## src/rtl/alu_iter.sv

```systemverilog
// Registered, handshaked ALU: single-cycle logic/arith ops plus
// iterative shift-add multiply and restoring divide over WIDTH steps.
module alu_iter #(
  parameter int WIDTH = 16,
  parameter int CNT_W = 5
) (
  input  logic             clk,
  input  logic             rst,
  input  logic             start,
  input  logic [3:0]       op,
  input  logic [WIDTH-1:0] a,
  input  logic [WIDTH-1:0] b,
  output logic             busy,
  output logic             done,
  output logic [WIDTH-1:0] w,
  output logic             zero,
  output logic             less_greater,
  output logic             illegal
);

  localparam logic [3:0] OP_ADD   = 4'b0000;
  localparam logic [3:0] OP_SUB   = 4'b0001;
  localparam logic [3:0] OP_AND   = 4'b0010;
  localparam logic [3:0] OP_OR    = 4'b0011;
  localparam logic [3:0] OP_XOR   = 4'b0100;
  localparam logic [3:0] OP_SLT   = 4'b0101;
  localparam logic [3:0] OP_SLTU  = 4'b0110;
  localparam logic [3:0] OP_MUL   = 4'b1000;
  localparam logic [3:0] OP_MULHU = 4'b1001;
  localparam logic [3:0] OP_DIVU  = 4'b1010;
  localparam logic [3:0] OP_REMU  = 4'b1011;

  typedef enum logic {
    S_IDLE,
    S_CALC
  } state_t;

  state_t           r_state;
  logic [CNT_W-1:0] r_cnt;
  logic [1:0]       r_iop;
  logic [WIDTH-1:0] r_hi;
  logic [WIDTH-1:0] r_lo;
  logic [WIDTH-1:0] r_opb;
  logic [WIDTH-1:0] r_w;
  logic             r_zero;
  logic             r_lg;
  logic             r_illegal;
  logic             r_done;
  logic             r_busy;

  logic [WIDTH-1:0] w_sc_res;
  logic             w_sc_ill;
  logic             w_is_iter;

  logic [WIDTH:0]   w_madd;
  logic [WIDTH:0]   w_dsh;
  logic [WIDTH-1:0] w_dsub;
  logic             w_dok;
  logic [WIDTH-1:0] w_nhi;
  logic [WIDTH-1:0] w_nlo;
  logic [WIDTH-1:0] w_it_res;

  // Decode the incoming op into a single-cycle result or an iterative launch
  always_comb begin
    w_sc_res  = '0;
    w_sc_ill  = 1'b0;
    w_is_iter = 1'b0;
    unique case (1'b1)
      (op == OP_ADD):   w_sc_res = a + b;
      (op == OP_SUB):   w_sc_res = a - b;
      (op == OP_AND):   w_sc_res = a & b;
      (op == OP_OR):    w_sc_res = a | b;
      (op == OP_XOR):   w_sc_res = a ^ b;
      (op == OP_SLT):
        w_sc_res = {{(WIDTH-1){1'b0}},
                    ($signed(a) < $signed(b))};
      (op == OP_SLTU):
        w_sc_res = {{(WIDTH-1){1'b0}}, (a < b)};
      (op == OP_MUL),
      (op == OP_MULHU),
      (op == OP_DIVU),
      (op == OP_REMU):  w_is_iter = 1'b1;
      default:          w_sc_ill = 1'b1;
    endcase
  end

  // One iteration step: shift-add multiply or restoring divide
  always_comb begin
    w_madd = {1'b0, r_hi}
           + (r_lo[0] ? {1'b0, r_opb} : {(WIDTH+1){1'b0}});
    w_dsh  = {r_hi, r_lo[WIDTH-1]};
    w_dok  = (w_dsh >= {1'b0, r_opb});
    w_dsub = w_dsh[WIDTH-1:0] - r_opb;
    if (r_iop[1]) begin
      w_nhi = w_dok ? w_dsub : w_dsh[WIDTH-1:0];
      w_nlo = {r_lo[WIDTH-2:0], w_dok};
    end else begin
      w_nhi = w_madd[WIDTH:1];
      w_nlo = {w_madd[0], r_lo[WIDTH-1:1]};
    end
    w_it_res = r_iop[0] ? w_nhi : w_nlo;
  end

  // Control FSM with registered result, flags and handshake outputs
  always_ff @(posedge clk) begin
    if (rst) begin
      r_state   <= S_IDLE;
      r_cnt     <= '0;
      r_iop     <= '0;
      r_hi      <= '0;
      r_lo      <= '0;
      r_opb     <= '0;
      r_w       <= '0;
      r_zero    <= 1'b1;
      r_lg      <= 1'b0;
      r_illegal <= 1'b0;
      r_done    <= 1'b0;
      r_busy    <= 1'b0;
    end else begin
      r_done <= 1'b0;
      case (r_state)
        S_IDLE: begin
          if (start) begin
            if (w_is_iter) begin
              r_state <= S_CALC;
              r_busy  <= 1'b1;
              r_cnt   <= CNT_W'(WIDTH);
              r_iop   <= op[1:0];
              r_hi    <= '0;
              r_lo    <= a;
              r_opb   <= b;
            end else begin
              r_w       <= w_sc_res;
              r_zero    <= (w_sc_res == '0);
              r_lg      <= (w_sc_res != '0);
              r_illegal <= w_sc_ill;
              r_done    <= 1'b1;
            end
          end
        end
        S_CALC: begin
          r_hi  <= w_nhi;
          r_lo  <= w_nlo;
          r_cnt <= r_cnt - CNT_W'(1);
          if (r_cnt == CNT_W'(1)) begin
            r_state   <= S_IDLE;
            r_busy    <= 1'b0;
            r_done    <= 1'b1;
            r_w       <= w_it_res;
            r_zero    <= (w_it_res == '0);
            r_lg      <= (w_it_res != '0);
            r_illegal <= 1'b0;
          end
        end
        default: r_state <= S_IDLE;
      endcase
    end
  end

  assign busy         = r_busy;
  assign done         = r_done;
  assign w            = r_w;
  assign zero         = r_zero;
  assign less_greater = r_lg;
  assign illegal      = r_illegal;

endmodule

```

## config.mk

```make
export PLATFORM = sky130hd
export DESIGN_NAME = alu_iter
export DESIGN_NICKNAME = d
export VERILOG_FILES = /design/src/rtl/alu_iter.sv
export SDC_FILE = /design/constraint.sdc
export NUM_CORES = 1
export LEC_CHECK = 0
export ABC_CLOCK_PERIOD_IN_PS = 9300
export CORE_ASPECT_RATIO = 1.75
export CORE_MARGIN = 2
export CORE_UTILIZATION = 60
export CTS_BUF_LIST = sky130_fd_sc_hd__clkbuf_4 sky130_fd_sc_hd__clkbuf_8
export DETAILED_ROUTE_END_ITERATION = 8
export GPL_TIMING_DRIVEN = 0
export PLACE_DENSITY = 0.9
export SLEW_MARGIN = 30
export SYNTH_ARGS = -nofsm -noshare
export SYNTH_HDL_FRONTEND = slang
export SYNTH_SLANG_ARGS = --single-unit
```

## constraint.sdc

```tcl
create_clock -name clk -period 9.3 [get_ports clk]
set_input_delay 0.93 -clock clk [delete_from_list [all_inputs] [get_ports clk]]
set_output_delay 0.93 -clock clk [all_outputs]
set_load 0.02 [all_outputs]
```

* Word level (Yosys, flattened, before mapping)
Cells that the tools add are included.
** Operators by class
- Magnitude comparators :: 3
- Equal/unequal tests :: 15
- Bitwise gates (word level) :: 4
- Muxes and demuxes :: 44
- $add $sub $neg :: 5
- Reduce and logical (&&, ||, !) cells :: 11
** Operator list (number)
- two-way mux 16 bit :: 12
- case mux 16 bit (7 select lines) :: 1
- case mux 16 bit (2 select lines) :: 3
- zero test 16 bit :: 2
- < comparator 16 bit :: 2
- nonzero test 16 bit :: 2
- subtractor 16 bit :: 2
- two-way mux 1 bit :: 19
- adder 16 x 16 -> 17 bit :: 1
- >= comparator 17 x 16 -> 1 bit :: 1
- adder 16 bit :: 1
- bitwise AND 16 bit :: 1
- == test 4 bit (second input constant) :: 4
- bitwise OR 16 bit :: 1
- bitwise XOR 16 bit :: 1
- == test 4 x 3 -> 1 bit (second input constant) :: 3
- case mux 1 bit (2 select lines) :: 6
- OR reduction 11 bit :: 1
- two-way mux 5 bit :: 2
- case mux 5 bit (2 select lines) :: 1
- AND reduction 3 bit :: 3
- == test 4 x 2 -> 1 bit (second input constant) :: 2
- != test 2 bit (second input constant) :: 3
- == test 5 x 1 -> 1 bit (second input constant) :: 1
- other kinds (7) :: 7
** Word-level totals
- Input port bits :: 39
- Bits in registers :: 77

* Depth between registers and ports, before layout
Gate-level depths: netlist of the first run.
- Depth in word-level cells :: 7
- Gate-level depth with buffers :: 15
- Depth with buffers taken out :: 14

* Worst setup path after synthesis of the first run
Ideal clock, no wire load.
- Path kind :: input to register
- Start point :: input b[3]
- End point :: register r_lg, in the netlist less_greater
- Path buffers :: 1
- Stages on the path :: 11
- Arrival :: 3.520 ns
- Library setup time :: 0.058 ns
- Slack :: 5.721 ns
- Path through :: inv_1 -> ha_1 -> clkbuf_1 -> o21ai_0 -> or2_2 -> a311o_1 -> or4b_2 -> and3_1 -> and4b_1 -> a31oi_1 -> o211a_1
** On the way
- Cells in the longest elaborated chain, start to end :: 6
- Elaborated cells between the ends (all ways) :: 12
- Classes of those cells :: add/sub (2); order compare (2); mux (4); bitwise (3); reduce/logical (1)
** RTL lines
- start, declared :: RTL line 12 : input logic [WIDTH-1:0] b,
- subtractor 16 bit (tied with other cells) :: RTL line 70 : (op == OP_SUB): w_sc_res = a - b;
- case mux 16 bit (7 select lines) * :: RTL line 68 : unique case (1'b1)
- nonzero test 16 bit * :: RTL line 135 : r_lg <= (w_sc_res != '0);
- two-way mux 1 bit * :: RTL line 124 : if (w_is_iter) begin
- two-way mux 1 bit * :: RTL line 123 : if (start) begin
- case mux 1 bit (2 select lines) * :: RTL line 121 : case (r_state)
- end signal, assigned :: RTL line 135
- end signal, assigned :: RTL line 151 : r_lg <= (w_it_res != '0);
- end, declared :: RTL line 46 : logic r_lg;
Every way passes the cells marked *; elsewhere a longest branch is shown, timed or not. The select of a mux whose other input is x is not followed.
A chain may end at the register's enable or synchronous reset.

* Final worst setup path of the first run
- Start point :: input a[4]
- End point :: register r_lg, in the netlist less_greater
** On the way
- Cells in the longest elaborated chain, start to end :: 6
- Elaborated cells between the ends (all ways) :: 12
- Classes of those cells :: add/sub (2); order compare (2); mux (4); bitwise (3); reduce/logical (1)
** RTL lines
- start, declared :: RTL line 11 : input logic [WIDTH-1:0] a,
- subtractor 16 bit (tied with other cells) :: RTL line 70
- case mux 16 bit (7 select lines) * :: RTL line 68
- nonzero test 16 bit * :: RTL line 135
- two-way mux 1 bit * :: RTL line 124
- two-way mux 1 bit * :: RTL line 123
- case mux 1 bit (2 select lines) * :: RTL line 121
Marks and branches as above.

==> results of run 1 <==
logic make-up (layout without fill, tap and decap cells):
kind of cell / count (synthesis) / in the layout / synth area share (%)
buffers and inverters: 147 / 221 / 6.79
multiplexers: 33 / 33 / 4.62
AO/OA/AOI/OAI: 375 / 375 / 31.1
XOR/XNOR: 24 / 24 / 2.47
flip-flops: 77 / 77 / 18.1
AND/OR/NAND/NOR: 394 / 394 / 22.6
adder cells (fa/ha/maj): 95 / 95 / 14.3
state kept, by name, indices dropped and copies added (netlist names):
name and flops:
r_hi 16, r_state 1, w 16, busy 1, r_opb 16, r_lo 16, less_greater 1, done 1
r_cnt 5, illegal 1, r_iop 2, zero 1
layout by cell type, fill, tap and decap left out, drive strengths merged, types with 18 or more instances in the layout:
cell	count
clkbuf	66
dfxtp	77
nor2	100
nand3	21
o211ai	22
a222oi	18
o21ai	62
nand2	127
a21oi	96
inv	78
ha	91
and2	20
nor3	34
clkdlybuf4s50	58
a21o	26
where the power goes:
part | total (uW) | leakage, uW | internal, uW | switching, uW
registers | 358 | 0.000626 | 343 | 14.2
logic | 410 | 0.00326 | 153 | 257
clock network | 344 | 0.000134 | 207 | 137
total | 1110 | 0.00402 | 704 | 408
worst register-to-register path: stages (launching register included):
cell      delay (ns)
dfxtp_1         0.56
clkbuf_1        0.53
nand2_1         0.20
inv_1           0.09
ha_1            0.24
a211o_1         0.29
a21oi_1         0.50
a211oi_1        0.29
o41ai_1         0.42
xnor2_1         0.21
a222oi_1        0.42
o221ai_1        0.19
or4_1           0.55
o211a_1         0.14
stage by stage:
step / hold slack [ns] / cells / setup slack [ns]
final: 0.459 / 1396 / 4.53
after global routing: 0.485 / 1396 / 4.44
after CTS: 0.461 / 1396 / 4.73
after detailed placement: 0.451 / 1380 / 4.37
after global placement: 0.447 / 1380 / 4.32
after floorplan: 0.445 / 1145 / 5.72
layer usage:
layer / wire length, microns / vias up / track usage, %
li1: - / 4356 / -
met1: 10500 / 4480 / 41.3
met2: 16100 / 667 / 74.2
met3: 2490 / 279 / 8.63
met4: 3980 / 0 / 44.3
met5: 0 / - / 0
path summary, 6_finish.rpt:
path                        to    start  cells past startpoint
hold reg to reg           w[5]     w[5]                      2
setup reg to reg  less_greater  r_lo[0]                     13
setup / recovery  less_greater     a[4]                     14
hold / removal            w[5]     w[5]                      2
synthesized netlist by cell type (all sizes together), types with 8 or more instances:
cell | count | area, sq um
and2 | 20 | 125
xor2 | 10 | 87.6
nor2b | 8 | 50.1
and3 | 12 | 75.1
mux2i | 17 | 183
nor3 | 34 | 170
nand4 | 10 | 62.6
o31ai | 8 | 65.1
a211oi | 14 | 118
xnor2 | 14 | 123
nand2 | 127 | 477
a222oi | 18 | 180
nand2b | 13 | 81.3
o21ai | 62 | 310
a21o | 26 | 195
o211ai | 22 | 165
nor2 | 100 | 375
a21oi | 96 | 492
or3 | 11 | 73.8
o21a | 9 | 67.6
clkbuf | 57 | 214
ha | 91 | 1140
nand3 | 21 | 110
o311ai | 9 | 78.8
a22oi | 12 | 90.1
a31oi | 10 | 62.6
inv | 77 | 289
dfxtp | 77 | 1540
mux2 | 14 | 165
buf | 13 | 73.8
area by class of cell:
class / count / area (sq um)
fillers: 1218 / 4230
repair buffers: 58 / 581
plain buffers: 70 / 288
clock inverters: 7 / 146
flip-flops and latches: 77 / 1540
inverters: 77 / 289
multi-input cells: 921 / 6420
well taps: 177 / 221
clock buffers: 9 / 124
==> metrics.md, run 1 <==
| Metric | Value |
|---|---|
| Pre-Repair DR Iteration Count | 9 |
| GP Congestion | 1.04 |
| Tcrit/Tclk final | 51.3% |
| Mapped Nets | 1279 |
| Initial antenna violation count | 0 |
| Synthesized area | 8500 sq um |
| H-Tree Depth | 3 |
| Worst skew pair latency | approximately 0.37 ns |
| Pwr Total | 1110 uW |
| Ys async rst share | 0% |
| Vias in the first global route | 9826 |
| Warnings from Yosys | 0 |
| PD cells | 116 nW/um^2 |
| Die footprint | 15200 sq um |
| Worst Path Arrival | between 5 and 6 ns |
| Clk pin slew, worst setup/hold paths | about 0.090 ns |
| Failing checks | design-rule violations |
| Longest Clk Path Bufs | 2 |
| Placed Area | 9330 sq um |
| CP max FO | 10 |
| Max VDD drop | 0.0000780 V |
| Final setup TNS | 0 ns |
| FP Rows | 57 |
| Number of DRC markers in iteration 0 | 1059 |
| P_leak | between 0.004 and 0.005 uW |
| Fin. Hold Viols | 0 |
| WL/cell | ~24 microns |
| Fin nets | 1348 |
| Worst Hold Class | flip-flop to flip-flop |
| Worst stage delay on the critical path | 0.80 ns |
| Largest net degree at the start of global routing | 15 |
| Crit path launch type | primary input |
| Avg Cell Area, Syn | approximately 7.4 sq um |
| Starting Density | 61.4% |
| Routed wire length | 33000 microns |
| Reg-to-reg slack, setup | 4.59 ns |
| CP Cell Sequence | clkdlybuf4s50_1 -> inv_1 -> ha_1 -> clkbuf_1 -> nor2b_1 -> o21ba_2 -> o31a_1 -> nor4_1 -> o22ai_1 -> nand4_1 -> nor2_1 -> and4b_1 -> a31oi_1 -> o211a_1 |
| Root Driver | clkbuf_8 |
| First-pass GRT wire length | a little over 50000 microns |
| Post-CTS setup buffer count | 0 |
| CP top delay family | simple AND/OR/NAND/NOR gates |
| Post-CTS Hold Fix Bufs | 0 |
| Final instance area | a little under 10000 sq um |
| Routed vias/inst | approximately 7.0 |
| Clock skew | 0.0138 ns |
| Port bufs | between 50 and 60 |
| CORE AREA | 13800 sq um |
| Diodes inserted | 0 |
| Run status | finished, violations left |
| Total track usage | 43.6% |
| Grt total ovfl | 0 |
| CP bufs+invs | 3 |
| Number of I/O pins | 60 |
| CP Capture Type | flip-flop |
| Flops & latches, synth | 77 |
| Endpoints failing setup | 0 |
| Post-synth EDFFs | 0 |
| Area growth syn-to-layout | 13.0% |
| Unique masters post-synth | 89 |
| Via count | 9782 |
| Final Max Slew Viols | 0 |
| Share of layout cells above drive strength 1 | 5.74% |
| PostCTS Resize Cnt | 0 |
| Max Freq | 210 MHz |
| DRT antenna net count | 0 |
| Register area share after synthesis | 18.1% |
| Slew @ Worst Pin | 1.02 ns |
| Die X | 94.0 microns |
| Slew HR | 31.3% |
| RSZ-0062 raised after global routing | false |
| Post-synth top flop | dfxtp_1 |
| CP max stage cell | nor4_1 |
| Worst path required time | 9.61 ns |
| Max-cap violations | 0 |
| Die height | around 160 microns |
| Syn Inst Count | 1145 |
| Post-route DRC violation count | 4 |
| TritonCTS Buffers | 9 |
| CTS tree | built |
| Min Tclk post-route | 4.77 ns |
| Worst Setup Path Type | primary input to flip-flop |
| Post-layout util | 69.4% |
| Post-DP HPWL | 26000 microns |
| Clock Sinks | 77 |
Power figures use the tool's default switching activity.
==> run 2: changes to the inputs <==
--- a/config.mk
+++ b/config.mk
@@ -5,14 +5,14 @@
 export SDC_FILE = /design/constraint.sdc
 export NUM_CORES = 1
 export LEC_CHECK = 0
-export ABC_CLOCK_PERIOD_IN_PS = 9300
+export ABC_CLOCK_PERIOD_IN_PS = 3990
 export CORE_ASPECT_RATIO = 1.75
 export CORE_MARGIN = 2
-export CORE_UTILIZATION = 60
+export CORE_UTILIZATION = 56
 export CTS_BUF_LIST = sky130_fd_sc_hd__clkbuf_4 sky130_fd_sc_hd__clkbuf_8
 export DETAILED_ROUTE_END_ITERATION = 8
 export GPL_TIMING_DRIVEN = 0
-export PLACE_DENSITY = 0.9
+export PLACE_DENSITY = 0.89
 export SLEW_MARGIN = 30
 export SYNTH_ARGS = -nofsm -noshare
 export SYNTH_HDL_FRONTEND = slang
==> constraint.sdc (replaced) <==
create_clock -name clk -period 3.99 [get_ports clk]
set_input_delay 0.399 -clock clk [delete_from_list [all_inputs] [get_ports clk]]
set_output_delay 0.399 -clock clk [all_outputs]
set_load 0.02 [all_outputs]
==> run 2 against run 1 <==
Against the previous run: clock-buffer cell count unchanged; the run now ends clean; sequential power up 130%; non-clock buffer count up 1; register-to-register slack worse by 4.5 ns; sequential share of layout area down 0.12 points; critical endpoint unchanged; critical path depth down 1; total power up 120%; critical path type is now flip-flop to flip-flop; first-iteration DRC count down 15%; clock skew down 0.0015 ns; routed wire length down 0.24%; hold slack worse by 0.0033 ns.
==> metrics.md, run 2 (synthesis gave the netlist of run 1 again) <==
| Metric | Value |
|---|---|
| Run status | complete, no violations |
| DRT antenna net count | 0 (unchanged) |
| P_leak | 0.00403 uW (+0.45%) |
| R2R Path End | less_greater |
| Most used cell, CP | o21ai_0 |
| Longest Clk Path Bufs | 2 (unchanged) |
| Port bufs | 58 (unchanged) |
| Largest net degree at the start of global routing | 15 (unchanged) |
| Area growth syn-to-layout | 14.1% |
| Endpoints failing setup | 0 (unchanged) |
| Worst Setup Path Type | flip-flop to flip-flop |
| CTS tree | built |
| CORE AREA | 14800 sq um (+7.2%) |
| Post-CTS Hold Fix Bufs | 0 (unchanged) |
| Final Max Slew Viols | 0 (unchanged) |
| Worst skew pair latency | 0.39 ns (+0.02 ns) |
| Commonest non-fill, non-tap cell in the layout | nand2_1 |
| Worst Path Arrival | 4.19 ns (-0.89 ns) |
| H-Tree Depth | 3 (unchanged) |
| CP Capture Point | less_greater |
| Slew @ Worst Pin | 0.876 ns (-0.146 ns) |
| Post-route DRC violation count | 0 (-4) |
| Number of I/O pins | 60 (unchanged) |
| Clock skew | 0.0122 ns (-0.00154 ns) |
| PD cells | 257 nW/um^2 (+120%) |
| Clk pin slew, worst setup/hold paths | 0.09 ns (about the same) |
| CP max FO | 10 (unchanged) |
| Grt total ovfl | 0 (unchanged) |
| Fin. Hold Viols | 0 (unchanged) |
| Critical path depth | 13 (-1) |
| Die X | 97.1 microns (+3.4%) |
| Vias in the first global route | 9521 (-3.1%) |
| Worst R2R Start | r_lo[0] |
| Max-cap violations | 0 (unchanged) |
| Pre-Repair DR Iteration Count | 7 (-2) |
| GP Congestion | 1.07 (+3.0%) |
| Max Freq | 256 MHz |
| Crit path launch | r_lo[0] |
| Worst Hold Class | flip-flop to flip-flop |
| Clock Sinks | 77 (unchanged) |
| CP top delay family | compound AO/OA/AOI/OAI gates |
| Min Tclk post-route | 3.91 ns |
| Final setup TNS | 0 ns (unchanged) |
| Reg2Reg Depth | 13 (unchanged) |
| Reg-to-reg slack, setup | 0.08 ns (-4.51 ns) |
| Die height | 167 microns (+3.4%) |
| RSZ-0062 raised after global routing | false |
| Fin nets | 1349 (+0.074%) |
| Routed wire length | 33000 microns (-0.24%) |
| First-pass GRT wire length | 50400 microns (-0.79%) |
| Root Driver | clkbuf_8 |
| Routed vias/inst | 6.89 (-1.7%) |
| Worst Hold Margin | 0.456 ns (-0.00328 ns) |
| Starting Density | 57.3% (-4.1 points) |
| Crit path launch type | flip-flop |
| Slew HR | 41.6% (+10 points) |
| FP Rows | 59 (+3.5%) |
| Die footprint | 16200 sq um (+6.9%) |
| Worst path required time | 4.27 ns (-5.34 ns) |
| Post-Place Cells | 1387 (+0.51%) |
| Worst stage delay on the critical path | 0.55 ns (-0.25 ns) |
| CP Capture Type | flip-flop |
| CP Cell Sequence | clkbuf_2 -> and2_1 -> ha_1 -> clkbuf_1 -> nand2_1 -> o21ai_0 -> o21ai_0 -> o21ai_0 -> xnor2_1 -> mux2i_1 -> mux2_2 -> or4_1 -> o211a_1 |
| CP max stage cell | or4_1 |
| Total track usage | 39.4% (-4.2 points) |
| Number of DRC markers in iteration 0 | 903 (-15%) |
| Share of layout cells above drive strength 1 | 7.46% (+1.7 points) |
| TritonCTS Buffers | 9 (unchanged) |
| WL/cell | 23.5 microns (-0.73%) |
| Tcrit/Tclk final | 98.0% |
| Diodes inserted | 0 (unchanged) |
| Post-DP HPWL | 26400 microns (+1.6%) |
| CP bufs+invs | 2 (-1) |
| Non-Filler Instances | 1403 (+0.50%) |
| Max VDD drop | 0.000131 V (+68%) |
| Most frequent cells in the layout | 127 x nand2_1, 100 x nor2_1, 94 x a21oi_1, 89 x ha_1, 76 x inv_1 |
| Pwr Total | 2490 uW (+120%) |
| Via count | 9667 (-1.2%) |
| Initial antenna violation count | 0 (unchanged) |
run 2: worst register-to-register path, stage by stage (launching register included):
cell and delay, ns:
dfxtp_2 0.40, clkbuf_2 0.25, and2_1 0.22, ha_1 0.27, clkbuf_1 0.35, nand2_1 0.12, o21ai_0 0.47, o21ai_0 0.18
o21ai_0 0.24, xnor2_1 0.15, mux2i_1 0.13, mux2_2 0.35, or4_1 0.55, o211a_1 0.14
run 2: power by group:
| part | leakage [uW] | total (uW) | internal [uW] | switching (uW) |
|---|---|---|---|---|
| Combinational | 0.00330 | 973 | 372 | 601 |
| Sequential | 0.000627 | 834 | 800 | 33.8 |
| Clock | 0.000110 | 687 | 355 | 332 |
run 2: layout make-up:
type | count | area, sq um
multi-input combinational | 921 | 6530
fill | 1366 | 5140
sequential | 77 | 1540
timing repair buffer | 61 | 603
inverter | 77 | 289
buffer | 68 | 283
tap | 183 | 229
clock buffer | 9 | 124
clock inverter | 7 | 98.8
run 2: per-stage QoR:
step / worst slack, ns / area [sq um] / util (%)
6_report: 0.0804 / 9700 / 65.3
5_1_grt: 0.000546 / 9700 / 65.3
4_1_cts: 0.0448 / 9580 / 64.6
3_5_place_dp: -0.472 / 9350 / 63.0
3_3_place_gp: -0.416 / 9310 / 62.7
2_1_floorplan: 0.636 / 8500 / -
run 2: how the worst min path moves through the flow:
stage          startpoint   endpoint  slack (ns)  depth (start not counted)
3_3_place_gp         w[0]       w[0]        0.45                          2
2_1_floorplan   r_opb[10]  r_opb[10]        0.44                          2
6_report             w[9]       w[9]        0.46                          2
5_1_grt              w[9]       w[9]        0.49                          2
3_5_place_dp         w[9]       w[9]        0.45                          2
4_1_cts              w[9]       w[9]        0.46                          2
run 2: metal layers:
| layer | GRT usage, % | part of all wire [%] | vias up |
|---|---|---|---|
| li1 | - | - | 4353 |
| met1 | 36.5 | 32 | 4523 |
| met2 | 71.1 | 51 | 552 |
| met3 | 6.04 | 6.2 | 239 |
| met4 | 38.6 | 11 | 0 |
| met5 | 0 | 0 | - |
run 2: timing repair:
item                       4_1_cts  5_1_grt
setup endpoints to repair        2        8
buffers inserted                 0        2
gates cloned                     0        0
pin swaps                        0        2
resized for setup                5       22
